--- config.mk ---
export PLATFORM = sky130hd
export DESIGN_NAME = regfile_mp
export DESIGN_NICKNAME = d
export VERILOG_FILES = /design/src/rtl/regfile_mp.sv
export SDC_FILE = /design/constraint.sdc
export NUM_CORES = 2
export LEC_CHECK = 0
export BUFFER_PORTS_ARGS = -buffer_cell sky130_fd_sc_hd__buf_2
export CAP_MARGIN = 20
export CELL_PAD_IN_SITES_DETAIL_PLACEMENT = 1
export CELL_PAD_IN_SITES_GLOBAL_PLACEMENT = 2
export CORE_ASPECT_RATIO = 1.4
export CORE_MARGIN = 4
export CORE_UTILIZATION = 45
export DETAILED_ROUTE_END_ITERATION = 8
export GPL_TIMING_DRIVEN = 0
export PLACE_DENSITY = 0.77
export SETUP_SLACK_MARGIN = 0.3
export SYNTH_ARGS = -nofsm -noshare
export SYNTH_HDL_FRONTEND = slang
export SYNTH_SLANG_ARGS = --single-unit
--- constraint.sdc ---
create_clock -name clk -period 4.5 [get_ports clk]
set_input_delay 0.225 -clock clk [delete_from_list [all_inputs] [get_ports clk]]
set_output_delay 0.225 -clock clk [all_outputs]
set_load 0.05 [all_outputs]
--- src/rtl/regfile_mp.sv ---
`timescale 1ns/1ps
// regfile_mp: multi-port register file with post-reset clear sequencer, write bypass
// and an optional pending-write scoreboard (define REGFILE_SCOREBOARD_EN to enable).
module regfile_mp #(
  parameter  int WIDTH    = 32,
  parameter  int DEPTH    = 32,
  parameter  int NUM_READ = 2,
  parameter  int BYPASS   = 1,
  localparam int ADDR_W   = $clog2(DEPTH)
) (
  input  logic                         clk,
  input  logic                         rst_n,
  input  logic [NUM_READ*ADDR_W-1:0]   ra,
  output logic [NUM_READ*WIDTH-1:0]    rdata,
  input  logic                         we0,
  input  logic [ADDR_W-1:0]            waddr0,
  input  logic [WIDTH-1:0]             wdata0,
  input  logic                         we1,
  input  logic [ADDR_W-1:0]            waddr1,
  input  logic [WIDTH-1:0]             wdata1,
  input  logic                         rsv_en,
  input  logic [ADDR_W-1:0]            rsv_addr,
  output logic [NUM_READ-1:0]          rbusy,
  output logic                         ready
);

  typedef enum logic {CLEAR, RUN} state_t;

  state_t            state, state_next;
  logic [ADDR_W-1:0] cnt, cnt_next;
  logic              clr_we;
  logic              run;
  logic [WIDTH-1:0]  mem [DEPTH];

  always_ff @(posedge clk or negedge rst_n) begin
    if (!rst_n) begin
      state <= CLEAR;
      cnt   <= ADDR_W'(1);
    end else begin
      state <= state_next;
      cnt   <= cnt_next;
    end
  end

  always_comb begin
    state_next = state;
    cnt_next   = cnt;
    clr_we     = 1'b0;
    case (state)
      CLEAR: begin
        clr_we   = 1'b1;
        cnt_next = cnt + ADDR_W'(1);
        if (cnt == ADDR_W'(DEPTH - 1))
          state_next = RUN;
      end
      RUN: ;
      default: state_next = CLEAR;
    endcase
  end

  assign run   = (state == RUN);
  assign ready = run;

  // No reset on the array so it can map to RAM; port 1 is written last so it wins.
  always_ff @(posedge clk) begin
    if (clr_we) begin
      mem[cnt] <= '0;
    end else if (run) begin
      if (we0 && waddr0 != '0) mem[waddr0] <= wdata0;
      if (we1 && waddr1 != '0) mem[waddr1] <= wdata1;
    end
  end

`ifdef REGFILE_SCOREBOARD_EN
  logic [DEPTH-1:0] pending;

  // Reserve is applied after the write clears so a newer producer keeps the bit set.
  always_ff @(posedge clk or negedge rst_n) begin
    if (!rst_n) begin
      pending <= '0;
    end else if (!run) begin
      pending <= '0;
    end else begin
      if (we0 && waddr0 != '0)     pending[waddr0]   <= 1'b0;
      if (we1 && waddr1 != '0)     pending[waddr1]   <= 1'b0;
      if (rsv_en && rsv_addr != '0) pending[rsv_addr] <= 1'b1;
    end
  end
`else
  logic unused_rsv;
  assign unused_rsv = ^{rsv_en, rsv_addr};
`endif

  for (genvar i = 0; i < NUM_READ; i++) begin : g_read
    logic [ADDR_W-1:0] a;
    logic              hit0, hit1;
    logic [WIDTH-1:0]  d;

    assign a    = ra[i*ADDR_W +: ADDR_W];
    assign hit1 = (BYPASS != 0) && we1 && (waddr1 == a);
    assign hit0 = (BYPASS != 0) && we0 && (waddr0 == a);

    always_comb begin
      d = '0;
      if (run && a != '0) begin
        if (hit1)      d = wdata1;
        else if (hit0) d = wdata0;
        else           d = mem[a];
      end
    end

    assign rdata[i*WIDTH +: WIDTH] = d;

`ifdef REGFILE_SCOREBOARD_EN
    assign rbusy[i] = run && (a != '0) && pending[a] && !(hit0 || hit1);
`else
    assign rbusy[i] = 1'b0;
`endif
  end

endmodule

==> results.md <==
- Outcome: complete, but fails checks
- Violated checks: hold timing
- Cell with the most instances on the worst path: clkbuf_2
- Top Layer Used: met5
- CTS tree: built
- Initial antenna violation count: 25
- Kind of cell with the highest combined delay on the critical path: buffers and inverters
- Most used flip-flop cell after synthesis: edfxtp_1
- Final Hold Slack: -4.173 ps
- Clock Sink Count: between 1,000 and 1,500
- Setup repair after global routing missed its margin: no
- Count of flip-flops with a built-in enable after synthesis: 1,024
- Latest clock arrival within the worst-skew pair: 810 ps
- Switching power share of the total: 0.2816
- # DRC: 0
- Total met3 wirelength after detailed routing: 47.05 mm
- Reg-to-Reg Start: ready$_DFF_PN0_
- Yosys synthesis warning count: 0
- Share of total power in sequential cells: 0.451
- Highest-count cells in the layout ignoring fill and taps: nand2_1, edfxtp_1, o21ai_0, mux4_2, clkbuf_1
- Top cell type by total area after synthesis: edfxtp_1
- GP Congestion: 1.023
- Fillcell total: 13,440
- Area Overhead vs Synth: 17.71%
- Hold Path Stages: 3
- Element type at the critical path end: primary output
- Highest cell delay on the worst timing path: 630 ps
- Overall via count from detail_route: 53,900
- Overflow after GRT: 0
- WL met1: around 100 mm
- Post-DR vias/cell: 7.533
- Setup ws final: 87.62 ps
- Placement Cell Area: approximately 0.066 mm^2
- Power density over the cells: 333.4 mW/mm^2
- Slack of the worst reg-to-reg path: 190 ps
- Library cell contributing the largest single delay on the critical path: dfrtp_1
- Initial DRT Pass Iterations: 8
- Initial Utilization: 0.4531
- I/O pin total: approximately 160
- Worst path required time: 4280 ps
- Critical path peak fanout: 10
- Arrival time of the worst setup path: 4190 ps
- Standard-cell rows: between 150 and 200
- CP Depth: 7
- Highest Clock Rate: 226.6 MHz
- Antenna Nets Post-Route: 0
- Final hold vios: 1
- Cell-internal power: 16.95 mW
- Async S/R FF share, synth: 0.005825
- Total net switching power: 6.643 mW
- Number of input and output port buffers inserted: ~110
- Top-area cell type share of the netlist area: 0.5116
- Worst vdd ir: about 330 uV
- Clock root buffer: clkbuf_16
- Pre-CTS WS: ~70 ps
- Critical path buffer and inverter count: 3
- Layout cell share with drive strength beyond 1: 0.2453
- Clock network fraction of design power: 0.405
- Die Y: 440.4 um
- Leakage power: ~24 nW
- Final Cycle Share: 0.9805
- Worst min-delay path class: input port to register
- Post-synthesis average cell area: 12.49 um^2
- Most frequent standard cell in the layout excluding fill and tap cells: nand2_1
- Wire length of the first global-routing pass: 449.1 mm
- Critical path startpoint category: register
- Worst reg2reg endpoint: mem[27][5]$_DFFE_PP_
- DIE WIDTH: 316.9 um
- Wire length reported by the detailed router: 334.9 mm
- Worst slew pin tran: 1354 ps
- Core area: 0.1327 mm^2
- Met2 wirelength from detailed routing: 147.7 mm
- CP endpoint: rdata[42]
- Number of buffers on the longest clock path: 3
- Vias in the first global route: about 54,000
- Mapped Cells: 4,811
- Leading cell types by total area after synthesis: edfxtp_1, mux4_2, o21ai_0
- Number of distinct library cell variants in the gate-level netlist after synthesis: 60
- Category of the critical setup timing path: register to primary output
- Violation count after the first detailed-routing iteration: roughly 9,600
- Reported max-cap violation count: 0
- Largest net degree at the start of global routing: 22
- Max-slew violation count: 0
- TritonCTS buffer count: 110
- Cell breakdown of the critical path: clkbuf_2 -> o31ai_2 -> nor2_2 -> clkbuf_2 -> nand4_1 -> o221ai_1 -> buf_2
- Finished Cell Area: 0.07075 mm^2
- Average wire per standard cell: 46.80 um
- Number of cell instances on the worst register-to-register path: 7
- Final setup violation count: 0
- Startpoint of the most critical setup path: ready$_DFF_PN0_
- Clock-pin slew of the registers on the worst-case setup and hold paths: around 60 ps
- Final Util: 0.5334
- Part of the power in combinational logic: 0.144
- Sum of net half-perimeters after detailed placement: 241.1 mm
- Number of H-tree levels: 3
- Total standard cell area after synthesis: roughly 0.06 mm^2
- Final worst path period need: 4412 ps
- Area of the die: 0.1396 mm^2
- Final worst clock skew: 34.50 ps
- Number of nets in the finished design: 5,374
- Relative slew margins: 0.09734
- Combined global-route utilization of all metal layers: 0.4844
- Number of synthesized register bits: about 1,000
- Sequential cell area fraction in the yosys report: 0.5141
-- registers in the layout (all words and copies together) (netlist names) --
| register | count |
|---|---|
| mem | 1024 |
| cnt | 5 |
| ready | 1 |
-- stage by stage --
| stage | instances | TNS (ps) | power (mW) |
|---|---|---|---|
| after floorplan | 4812 | 0 | 12.66 |
| after global placement | 6679 | -3100900 | 13.81 |
| after detailed placement | 6804 | 0 | 13.98 |
| after CTS | 7080 | 0 | 23.26 |
| after global routing | 7134 | 0 | 23.89 |
| final | 7156 | 0 | 23.59 |
-- metal layers --
metal  vias up  global-route usage
met5         -             0.01101
met4        16              0.4329
met3      1944              0.2215
met2      5330              0.7110
met1     27200              0.5218
li1      19410                   -
-- synth_stat cells, drive strengths merged, types with 34 or more instances --
cell type and number:
clkbuf 481, nand2 1045, o221ai 64, clkinv 62
edfxtp 1024, mux4 632, nor2 34, nand4 65
inv 34, o21ai 997, buf 155, a22oi 63
-- how the worst min path moves through the flow --
stage | startpoint | slack [ps] | end
finish | wdata0[1] | -4 | mem[1][1]$_DFFE_PP_
global route | wdata0[19] | 20 | mem[2][19]$_DFFE_PP_
CTS | wdata0[4] | 3 | mem[2][4]$_DFFE_PP_
detailed placement | rst_n | 60 | cnt[4]$_DFFE_PN0N_
global placement | rst_n | 50 | cnt[4]$_DFFE_PN0N_
floorplan | rst_n | -70 | cnt[1]$_DFFE_PN0N_
-- cell families after synthesis --
group	synth area share
buffers and inverters	0.05437
multiplexers	0.2398
adder cells (fa/ha/maj)	0.0004162
AO/OA/AOI/OAI	0.1076
XOR/XNOR	0.003351
other	0.00006239
AND/OR/NAND/NOR	0.08028
flip-flops	0.5141
-- area by class of cell --
cell class | count | area (um^2) | share of cell area
flip-flops and latches | 1030 | 30900 | 0.4367
multi-input cells | 3050 | 26370 | 0.3727
repair buffers | 354 | 4363 | 0.06166
clock buffers | 139 | 2978 | 0.04209
plain buffers | 636 | 2935 | 0.04149
well taps | 1760 | 2202 | 0.03112
clock inverters | 67 | 585.6 | 0.008276
inverters | 96 | 360.3 | 0.005093
diodes | 24 | 60.06 | 0.0008488
-- worst register-to-register path, delay by kind of cell (launching register included) --
kind | cells | cell delay, ps
AOI/OAI and AO/OA | 2 | 1280
buffers and inverters | 2 | 1040
DFF | 1 | 630
muxes | 1 | 490
and+or+nand+nor | 2 | 510
-- repair_timing --
| item | in CTS | in global routing |
|---|---|---|
| endpoints found under the hold margin | 54 | 0 |
| pin swaps | 1 | 2 |
| hold buffers | 68 | 0 |
| setup endpoints to repair | 62 | 10 |
| setup buffers | 2 | 8 |
| gates resized for setup | 14 | 1 |
-- power by group through the flow --
| stage | logic, mW | registers (mW) | clock network [mW] |
|---|---|---|---|
| after floorplan | 1.81 | 10.8 | 0 |
| after global placement | 2.94 | 10.9 | 0 |
| after detailed placement | 3.14 | 10.8 | 0 |
| after CTS | 3.20 | 10.6 | 9.42 |
| after global routing | 3.44 | 10.6 | 9.82 |
| final | 3.40 | 10.6 | 9.56 |
Power figures use the tool's default switching activity.
